## config.mk

```make
export PLATFORM = sky130hd
export DESIGN_NAME = axi4_resp_queue
export DESIGN_NICKNAME = d
export VERILOG_FILES = /design/src/rtl/axi4_resp_queue.sv
export SDC_FILE = /design/constraint.sdc
export NUM_CORES = 1
export LEC_CHECK = 0
export CAP_MARGIN = 30
export CORE_ASPECT_RATIO = 1.1
export CORE_MARGIN = 10
export CORE_UTILIZATION = 47
export DETAILED_ROUTE_END_ITERATION = 10
export PLACE_DENSITY = 0.8
export SYNTH_ARGS = -nofsm -noshare
export SYNTH_HDL_FRONTEND = slang
export SYNTH_SLANG_ARGS = --single-unit
```

## constraint.sdc

```tcl
create_clock -name clk -period 3.6 [get_ports clk]
set_input_delay 0.54 -clock clk [delete_from_list [all_inputs] [get_ports clk]]
set_output_delay 0.54 -clock clk [all_outputs]
set_load 0.03 [all_outputs]
```

## src/rtl/axi4_resp_queue.sv

```systemverilog
// Parametrised AXI4 write-response (B) channel FIFO with optional flow-through and pipelined-ready modes.
// Optional saturating error-response counter enabled by AXI4_RESP_QUEUE_ERRCNT_EN.
module axi4_resp_queue #(
  parameter int DEPTH  = 2,
  parameter int ID_W   = 5,
  parameter int USER_W = 1,
  parameter int FLOW   = 0,
  parameter int PIPE   = 0,
  localparam int CNT_W = $clog2(DEPTH + 1)
) (
  input  logic              clk,
  input  logic              reset,
  output logic              io_enq_ready,
  input  logic              io_enq_valid,
  input  logic [1:0]        io_enq_bits_resp,
  input  logic [ID_W-1:0]   io_enq_bits_id,
  input  logic [USER_W-1:0] io_enq_bits_user,
  input  logic              io_deq_ready,
  output logic              io_deq_valid,
  output logic [1:0]        io_deq_bits_resp,
  output logic [ID_W-1:0]   io_deq_bits_id,
  output logic [USER_W-1:0] io_deq_bits_user,
  output logic [CNT_W-1:0]  io_count
`ifdef AXI4_RESP_QUEUE_ERRCNT_EN
  ,output logic [7:0]       io_err_count
`endif
);

  localparam int PTR_W = (DEPTH > 1) ? $clog2(DEPTH) : 1;

  logic [1:0]        resp_mem_r [DEPTH];
  logic [ID_W-1:0]   id_mem_r   [DEPTH];
  logic [USER_W-1:0] user_mem_r [DEPTH];

  logic [PTR_W-1:0] enq_ptr_r;
  logic [PTR_W-1:0] deq_ptr_r;
  logic             maybe_full_r;

  logic             ptr_match_s;
  logic             empty_s;
  logic             full_s;
  logic             flow_pass_s;
  logic             do_enq_s;
  logic             do_deq_s;
  logic [CNT_W-1:0] diff_s;

  function automatic logic [PTR_W-1:0] ptr_inc(input logic [PTR_W-1:0] p);
    if (DEPTH == 1) begin
      return {PTR_W{1'b0}};
    end else if (p == PTR_W'(DEPTH - 1)) begin
      return {PTR_W{1'b0}};
    end else begin
      return p + PTR_W'(1'b1);
    end
  endfunction

  // Status, handshakes and head-of-queue data
  always_comb begin
    ptr_match_s  = (enq_ptr_r == deq_ptr_r);
    empty_s      = ptr_match_s & ~maybe_full_r;
    full_s       = ptr_match_s & maybe_full_r;
    io_enq_ready = ~full_s | ((PIPE != 0) & io_deq_ready);
    io_deq_valid = ~empty_s | ((FLOW != 0) & io_enq_valid);
    // An entry passing straight through an empty FLOW queue never touches storage.
    flow_pass_s  = (FLOW != 0) & empty_s & io_deq_ready;
    do_enq_s     = io_enq_ready & io_enq_valid & ~flow_pass_s;
    do_deq_s     = io_deq_ready & io_deq_valid & ~flow_pass_s;
    if ((FLOW != 0) && empty_s) begin
      io_deq_bits_resp = io_enq_bits_resp;
      io_deq_bits_id   = io_enq_bits_id;
      io_deq_bits_user = io_enq_bits_user;
    end else begin
      io_deq_bits_resp = resp_mem_r[deq_ptr_r];
      io_deq_bits_id   = id_mem_r[deq_ptr_r];
      io_deq_bits_user = user_mem_r[deq_ptr_r];
    end
  end

  // Occupancy from pointer distance, modulo a possibly non-power-of-two depth
  always_comb begin
    diff_s = CNT_W'(enq_ptr_r) - CNT_W'(deq_ptr_r);
    if (ptr_match_s) begin
      io_count = maybe_full_r ? CNT_W'(DEPTH) : {CNT_W{1'b0}};
    end else if (enq_ptr_r > deq_ptr_r) begin
      io_count = diff_s;
    end else begin
      io_count = diff_s + CNT_W'(DEPTH);
    end
  end

  // Pointer and full-flag state
  always_ff @(posedge clk) begin
    if (reset) begin
      enq_ptr_r    <= {PTR_W{1'b0}};
      deq_ptr_r    <= {PTR_W{1'b0}};
      maybe_full_r <= 1'b0;
    end else begin
      if (do_enq_s) begin
        enq_ptr_r <= ptr_inc(enq_ptr_r);
      end
      if (do_deq_s) begin
        deq_ptr_r <= ptr_inc(deq_ptr_r);
      end
      if (do_enq_s != do_deq_s) begin
        maybe_full_r <= do_enq_s;
      end
    end
  end

  // Entry storage, intentionally not reset
  always_ff @(posedge clk) begin
    if (do_enq_s) begin
      resp_mem_r[enq_ptr_r] <= io_enq_bits_resp;
      id_mem_r[enq_ptr_r]   <= io_enq_bits_id;
      user_mem_r[enq_ptr_r] <= io_enq_bits_user;
    end
  end

`ifdef AXI4_RESP_QUEUE_ERRCNT_EN
  logic [7:0] err_cnt_r;
  logic       err_evt_s;

  assign err_evt_s    = (do_deq_s | (flow_pass_s & io_enq_valid)) & io_deq_bits_resp[1];
  assign io_err_count = err_cnt_r;

  // Saturating count of SLVERR/DECERR responses delivered
  always_ff @(posedge clk) begin
    if (reset) begin
      err_cnt_r <= 8'd0;
    end else if (err_evt_s && (err_cnt_r != 8'hFF)) begin
      err_cnt_r <= err_cnt_r + 8'd1;
    end
  end
`endif

endmodule

```

==> qor.csv <==
stage,metric,value,unit
synth,syn_area,779,µm²
power,p_int,0.363,mW
critical_path,crit_slowest_cell,clkdlybuf4s50_1,
critical_path,arrival,1.85,ns
sta,hold_viol_final,0,
clocking,path_clk_slew,0.11,ns
final_layout,fin_area,1060,µm²
sta,period_share,0.663,
sta,drv_slew,0,
grt,grt.total_usage,0.0914,
critical_path,required,3.06,ns
place,place_area,1030,µm²
synth,synth.ff_latch_count,20,
critical_path,cp_slowest_stage_delay,0.68,ns
sta,fin_setup_tns,0,ns
final_layout,num_antenna_cells,0,
final_layout,syn_to_final_growth,36.0,%
synth,async_reset_ff_frac,0,
clocking,htree_levels,1,
sta,fin_ws,1.21,ns
power,ir_drop,0.000311,V
power,combPwrFrac,0.240,
critical_path,end_kind,primary output,
grt,overflow,0,
place,hpwlAfterDp,1.36,mm
die,die_h,62.7,µm
clocking,cts_root_buffer,clkbuf_4,
sta,worst_pin_slew,0.601,ns
final_layout,most-common-layout-cells,"clkdlybuf4s50_1 (23), edfxtp_1 (16), mux2_2 (8), dfxtp_1 (4), clkbuf_4 (3)",
grt,grt_pass1_vias,556,
synth,ys_types,19,
critical_path,cp.depth,3,
die,start_util,0.494,
final_layout,final_net_count,89,
clocking,clk_path_buf_depth,2,
route,route.antenna.remaining_nets,0,
final_layout,final_common_cell,clkdlybuf4s50_1,
place,place_ws,1.38,ns
sta,skew,0.0129,ns
route,viasPerCell,5.29,
clocking,postCtsHoldBufs,0,
die,die_width,58.8,µm
power,p_seq_frac,0.560,
clocking,post_cts_buffers,0,
sta,rsz0062_at_grt,no,
final_layout,multi_input_area,206,µm²
critical_path,r2r_cells,3,
final_layout,fillers,127,
die,io_pins,24,
grt,gr-usage-met1,0.0829,
job,cap_violations,0,
place,port_buffers,23,
critical_path,critPathTopFamily,buffers and inverters,
grt,gr-usage-met2,0.164,
critical_path,reg2reg_to,id_mem_r[0][3],
clocking,cts_buffers,3,
die,coreArea,1580,µm²
clocking,cts.sinks,20,
synth,syn_inst,49,
route,drt_first_pass_iters,2,
final_layout,seqCellArea,561,µm²
critical_path,critPathKind,reg2out,
die,rows,15,
route,vias,492,
outcome,outcome,"finished, final reports clean",
route,wl_per_cell,17.6,µm
synth,synth_edf_count,16,
sta,fin_crit,2.39,ns
critical_path,crit_fanout,5,
synth,yosys_warnings,0,
final_layout,final_cells,93,
route,drc,0,
critical_path,cp-start-kind,flip-flop,
place,gp_congestion,0.620,
critical_path,path_buf_inv,1,
clocking,post_cts_resized,0,
synth,syn_area_per_cell,15.9,µm²
critical_path,r2r-start,maybe_full_r,
critical_path,crit_path_start,deq_ptr_r,
die,dieArea,3690,µm²
power,p_leak,0.374,nW
place,place_inst,89,
power,sw_frac_of_total,0.264,
hold_path,min_path_type,reg2reg,
power,power_density,466,nW/µm²
critical_path,r2r_slack,2.04,ns
synth,synth_top_flop_cell,edfxtp_1,
grt,use_met3,0.0386,
sta,max_freq,419,MHz
synth,seq_area_frac_synth,0.719,
grt,grt_max_degree,12,
sta,setup_viol,0,
final_layout,fin_util,0.672,
grt,grt_pass1_wl,2.59,mm
power,power_switching,0.131,mW
critical_path,crit_chain,"xnor2_1, and2_1, clkdlybuf4s50_1",
sta,slew_headroom,0.598,
critical_path,crit_end,io_count[1],
grt,busiest_layer,met2,
clocking,clock_latency,0.29,ns
route,drt-initial-drc-count,6,
route,wl,1.63,mm
grt,antenna_found_initial,0,
power,power_frac_clock,0.201,
clocking,cts_tree,done,
final_layout,drive_above_1_share,0.158,
synth,syn_nets,61,
[power by group through the flow]
stage | clock [mW] | combinational [mW] | sequential, mW
finish | 0.0991 | 0.119 | 0.277
global route | 0.113 | 0.126 | 0.278
CTS | 0.103 | 0.121 | 0.277
detailed placement | 0 | 0.120 | 0.282
global placement | 0 | 0.117 | 0.281
floorplan | 0 | 0.0686 | 0.277
[worst reg2reg max path, stage by stage (launching register included)]
cell	delay (ns)
dfxtp_1	0.38
nor2b_1	0.15
nor3b_1	0.51
buf_4	0.25
[cells in the mapped netlist (all sizes together) (2+ instances only)]
cell,instances,area share
a211oi,2,0.019
dfxtp,4,0.10
edfxtp,16,0.62
inv,2,0.0096
mux2,8,0.12
nand2,2,0.0096
nand3b,2,0.019
nor2,2,0.0096
[cell families after synthesis]
group                  Yosys count  synth area share
buffers and inverters            3            0.0160
flip-flops                      20             0.719
AND/OR/NAND/NOR                 12            0.0899
multiplexers                     8             0.116
AO/OA/AOI/OAI                    5            0.0482
XOR/XNOR                         1            0.0112
[stage by stage]
step	hold slack, ns	power (mW)
after floorplan	0.511	0.345
after global placement	0.538	0.398
after detailed placement	0.556	0.403
after CTS	0.572	0.501
after global routing	0.597	0.518
final	0.573	0.494
[flip-flops by register name, indices dropped and copies added, names as in the netlist, named ones only]
signal,count
deq_ptr_r,1
enq_ptr_r,1
id_mem_r,10
maybe_full_r,1
resp_mem_r,4
user_mem_r,2
[worst min path at each step]
| stage | slack [ns] | end | depth (start not counted) | start |
|---|---|---|---|---|
| 2_1_floorplan | 0.51 | enq_ptr_r | 2 | enq_ptr_r |
| 3_3_place_gp | 0.54 | enq_ptr_r | 2 | enq_ptr_r |
| 3_5_place_dp | 0.56 | enq_ptr_r | 2 | enq_ptr_r |
| 4_1_cts | 0.57 | enq_ptr_r | 2 | enq_ptr_r |
| 5_1_grt | 0.60 | enq_ptr_r | 2 | enq_ptr_r |
| 6_report | 0.57 | enq_ptr_r | 2 | enq_ptr_r |
[layer usage]
layer	share of wire	vias up	wire length [µm]
met1	0.35	235	564
met3	0.085	2	139
li1	-	239	-
met5	0	-	0
met2	0.56	16	910
met4	0.012	0	19
[layout make-up]
class	instances	share of cell area
clock inverter	1	0.00354
timing repair buffer	24	0.224
tap	17	0.0201
sequential	20	0.529
inverter	2	0.00708
clock buffer	3	0.0213
multi-input combinational	26	0.195
(Power assumes the default switching activity.)
==> edit 1 (same flow settings) <==
Set the parameter `DEPTH` to 4 (it was 2).
--- a/src/rtl/axi4_resp_queue.sv
+++ b/src/rtl/axi4_resp_queue.sv
@@ -1,7 +1,7 @@
 // Parametrised AXI4 write-response (B) channel FIFO with optional flow-through and pipelined-ready modes.
 // Optional saturating error-response counter enabled by AXI4_RESP_QUEUE_ERRCNT_EN.
 module axi4_resp_queue #(
-  parameter int DEPTH  = 2,
+  parameter int DEPTH  = 4,
   parameter int ID_W   = 5,
   parameter int USER_W = 1,
   parameter int FLOW   = 0,
Interface: changed (resized io_count); port bits go from 24 to 25. No check against the original RTL was run, so the function may have changed too.
==> edit 1 against the original RTL <==
- final area grew 92%
- sequential cell count grew 19
- highest routed layer unchanged
- die area grew 70%
- worst hold slack gained 0.0037 ns
- worst setup slack lost 0.42 ns
- critical path type unchanged
- power grew to 3.0 times the old value
- wire length grew 66%
- largest power group unchanged
- first-iteration DRC count grew to 4.0 times the old value
- largest cell class unchanged
- area after synthesis grew 110%
==> edit 1: results <==
group,metric,value,unit
logic_synthesis,netlist_instances,91,
sta,skew,0.0101,ns
worst_setup_path,worstRegToRegCells,4,
status,outcome,"complete, no violations",
worst_setup_path,rr_endpoint,"id_mem_r[0][1]$_DFFE_PP_",
logic_synthesis,synthTopCellsByCount,"32 x edfxtp_1, 8 x mux4_2, 7 x dfxtp_1, 7 x inv_1, 6 x ha_1",
worst_setup_path,regToRegSetupSlack,1.60,ns
route,drtPass1Iterations,4,
grt,grt_max_degree,13,
logic_synthesis,synthAdderAreaFrac,4.57,%
logic_synthesis,synthMuxAreaShare,15.1,%
grt,grt_pass1_wl,4530,um
route,met3_length,187,um
final_layout,largestRegisters,"id_mem_r x20, resp_mem_r x8, user_mem_r x4",
sta,worst_pin_slew,0.520,ns
grt,grt_pass1_vias,919,
pwr,vdd_drop_max,398,uV
route,wire_per_inst,16.2,um
clock_network,clkSlewWorstSetupHoldPaths,0.11,ns
worst_setup_path,arrival,2.26,ns
pwr,clkPwrFrac,23.6,%
logic_synthesis,async_reset_ff_share,0,%
route,drtIter0Drc,24,
logic_synthesis,syn_nets,109,
final_layout,final_nets,137,
route,vias,846,
worst_setup_path,path_max_fanout,6,
route,wl_met2,1320,um
logic_synthesis,ys_types,25,
pwr,p_leak,0.696,nW
logic_synthesis,synth_edf_count,32,
placement,dp_hpwl,2050,um
logic_synthesis,synth_compound_area_share,4.12,%
final_layout,stdcell_count,168,
pwr,swShare,32.1,%
placement,gp_routability_congestion,0.762,
placement,dpl_worst_slack,1.16,ns
logic_synthesis,synth_area_leaders,"edfxtp_1 59%, mux4_2 11%, dfxtp_1 8.5%",
grt,use_met3,4.04,%
worst_hold_path,min_path_type,"flop to flop",
route,wl_met1,1160,um
clock_network,htreeDepth,2,
clock_network,clk_latency,0.34,ns
final_layout,fillers,265,
clock_network,cts_buffers,5,
pwr,p_seq_share,40.1,%
logic_synthesis,synthXorXnorAreaFrac,0.991,%
logic_synthesis,yosysSeqAreaShare,67.1,%
placement,port_buffers,24,
grt,track_usage,9.34,%
final_layout,drive_above_1_share,16.7,%
sta,fmax,357,MHz
placement,placedCellCount,160,
grt,antenna_found_initial,0,
grt,grtUsageMet2,15.8,%
grt,grt.met1_usage,9.85,%
worst_setup_path,r2r_start,"enq_ptr_r[0]$_SDFFE_PP0P_",
edit 1: changes by cell type in the layout (fill, tap and decap cells not counted), sizes merged, moves of 3 or more:
cell	before	now
edfxtp	16	32
mux4	0	8
ha	0	6
inv	2	7
mux2	8	3
and2	1	4
clkbuf	3	6
dfxtp	4	7
mux2i	0	3
nand2b	0	3
edit 1: worst min path at each step:
stage,start,end,slack (ns),depth (start not counted)
final,enq_ptr_r[1]$_SDFFE_PP0P_,enq_ptr_r[1]$_SDFFE_PP0P_,0.58,2
after global routing,enq_ptr_r[1]$_SDFFE_PP0P_,enq_ptr_r[1]$_SDFFE_PP0P_,0.61,2
after CTS,enq_ptr_r[1]$_SDFFE_PP0P_,enq_ptr_r[1]$_SDFFE_PP0P_,0.58,2
after detailed placement,enq_ptr_r[1]$_SDFFE_PP0P_,enq_ptr_r[1]$_SDFFE_PP0P_,0.56,2
after global placement,enq_ptr_r[1]$_SDFFE_PP0P_,enq_ptr_r[1]$_SDFFE_PP0P_,0.56,2
after floorplan,enq_ptr_r[1]$_SDFFE_PP0P_,enq_ptr_r[1]$_SDFFE_PP0P_,0.52,2
edit 1: final cells by class:
cell class | count | area share, %
Timing Repair Buffer | 24 | 11.8
Clock buffer | 6 | 2.03
Sequential cell | 39 | 54.2
Multi-Input combinational cell | 42 | 24.7
Clock inverter | 2 | 2.96
Tap cell | 48 | 2.96
Inverter | 7 | 1.29
edit 1: worst max-delay path: stages, from the launching register on:
cell and delay [ns]:
dfxtp_1 0.41, inv_1 0.11, ha_1 0.43, inv_1 0.11
nand3_1 0.06, o21ai_0 0.10, clkdlybuf4s50_1 0.71
edit 1: stage by stage:
stage,total power [mW],instance area [um^2]
after detailed placement,1.17,1930
after global routing,1.58,2030
after CTS,1.52,2030
final,1.50,2030
after global placement,1.16,1930
after floorplan,0.969,1640
==> edit 2 (same settings) <==
Made on the original files. Register the output `io_count`, without a reset; this adds one clock of latency there. The other outputs are not delayed to match.
--- a/src/rtl/axi4_resp_queue.sv
+++ b/src/rtl/axi4_resp_queue.sv
@@ -27,6 +27,8 @@
 );
 
   localparam int PTR_W = (DEPTH > 1) ? $clog2(DEPTH) : 1;
+
+  logic [CNT_W-1:0] io_count_d;
 
   logic [1:0]        resp_mem_r [DEPTH];
   logic [ID_W-1:0]   id_mem_r   [DEPTH];
@@ -80,11 +82,11 @@
   always_comb begin
     diff_s = CNT_W'(enq_ptr_r) - CNT_W'(deq_ptr_r);
     if (ptr_match_s) begin
-      io_count = maybe_full_r ? CNT_W'(DEPTH) : {CNT_W{1'b0}};
+      io_count_d = maybe_full_r ? CNT_W'(DEPTH) : {CNT_W{1'b0}};
     end else if (enq_ptr_r > deq_ptr_r) begin
-      io_count = diff_s;
+      io_count_d = diff_s;
     end else begin
-      io_count = diff_s + CNT_W'(DEPTH);
+      io_count_d = diff_s + CNT_W'(DEPTH);
     end
   end
 
@@ -133,5 +135,9 @@
   end
 `endif
 
+  always_ff @(posedge clk) begin
+    io_count <= io_count_d;
+  end
+
 endmodule
 
Function: changed (a bounded check fails within 4 cycles, from zero or initial values and one cycle with reset high).
==> edit 2 against the original RTL <==
- worst setup slack better by 0.026 ns
- clock power rose by 84%
- count of clock-buffer cells in the layout did not move
- clock skew is 0.010 ns lower
- critical path depth fell by 1
- sequential cell count up 2
- die area increased by 3.4%
- wire length down 8.3%
- register-to-register slack improved by 0.33 ns
- first-iteration DRC count did not move
- final area is 6.3% higher
- area after synthesis grew 5.1%
- power grew 22%
- largest cell class unchanged
- largest power group unchanged
==> edit 2: results <==
group,metric,value,unit
logic_synthesis,yosysSeqAreaShare,73.3,%
grt,grt_pass1_vias,522,
placement,dp_hpwl,1190,um
final_layout,largestRegisters,"id_mem_r x10, resp_mem_r x4",
pwr,p_int,0.461,mW
grt,grt_max_degree,14,
placement,place_area,0.00107,mm^2
status,outcome,"complete, no violations",
grt,track_usage,8.31,%
pwr,p_leak,0.403,nW
route,drtPass1Iterations,4,
logic_synthesis,synth_area_leaders,"edfxtp_1 59%, dfxtp_1 15%, mux2_2 11%",
worst_setup_path,slowest_delay,0.60,ns
logic_synthesis,synth_area_per_cell,16.1,um^2
worst_setup_path,crit_path_end,"io_deq_bits_id[3]",
worst_setup_path,rr_endpoint,"id_mem_r[1][4]$_DFFE_PP_",
final_layout,drive_above_1_share,16.7,%
sta,worst_pin_slew,0.372,ns
placement,dpl_worst_slack,1.55,ns
route,vias,498,
pwr,vdd_drop_max,478,uV
sta,hold-worst-slack,0.586,ns
route,wirelength,1500,um
logic_synthesis,yosysTopAreaCellShare,58.6,%
grt,grt_pass1_wl,2480,um
sta,finalCriticalPeriod,2.36,ns
route,wire_per_inst,15.8,um
sta,skew,0.00250,ns
placement,placedCellCount,91,
## edit 2: cell types whose count changed after synthesis, sizes merged
cell,delta
dfxtp,+2
## edit 2: logic make-up after synthesis
family / after synthesis / synth area share (%)
flops: 22 / 73.3
simple gates: 12 / 8.55
mux: 8 / 11.0
compound gates: 5 / 4.58
buf+inv: 3 / 1.53
xor+xnor: 1 / 1.07
## edit 2: through the flow
step / total power, mW / utilization, %
detailed placement: 0.427 / 66.5
global placement: 0.424 / 66.5
finish: 0.601 / 69.8
CTS: 0.608 / 69.8
floorplan: 0.372 / -
global route: 0.627 / 69.8
## edit 2: cell type report
| cell class | instances | area [um^2] |
|---|---|---|
| Clock buffer | 3 | 22.5 |
| Clock inverter | 1 | 30.0 |
| Fill cell | 119 | 488 |
| Inverter | 2 | 7.51 |
| Multi-Input combinational cell | 26 | 206 |
| Sequential cell | 22 | 601 |
| Tap cell | 17 | 21.3 |
| Timing Repair Buffer | 24 | 238 |
## edit 2: power groups by stage
stage	clock (mW)	combinational (mW)	sequential, mW
after floorplan	0	0.0616	0.310
after global placement	0	0.117	0.307
after detailed placement	0	0.119	0.308
after CTS	0.186	0.120	0.302
after global routing	0.196	0.126	0.305
final	0.182	0.117	0.302
## edit 2: tightest hold or removal path, cell delays in order (launching register included)
cell and delay, ns:
dfxtp_1 0.37, nor2_1 0.12, a311oi_1 0.06
## edit 2: per-layer routing
layer	vias to the layer above	track usage [%]	part of all wire, %
met3	2	4.15	8.7
li1	246	-	-
met5	-	0	0
met1	236	9.46	41
met2	14	12.8	49
met4	0	3.37	0.73
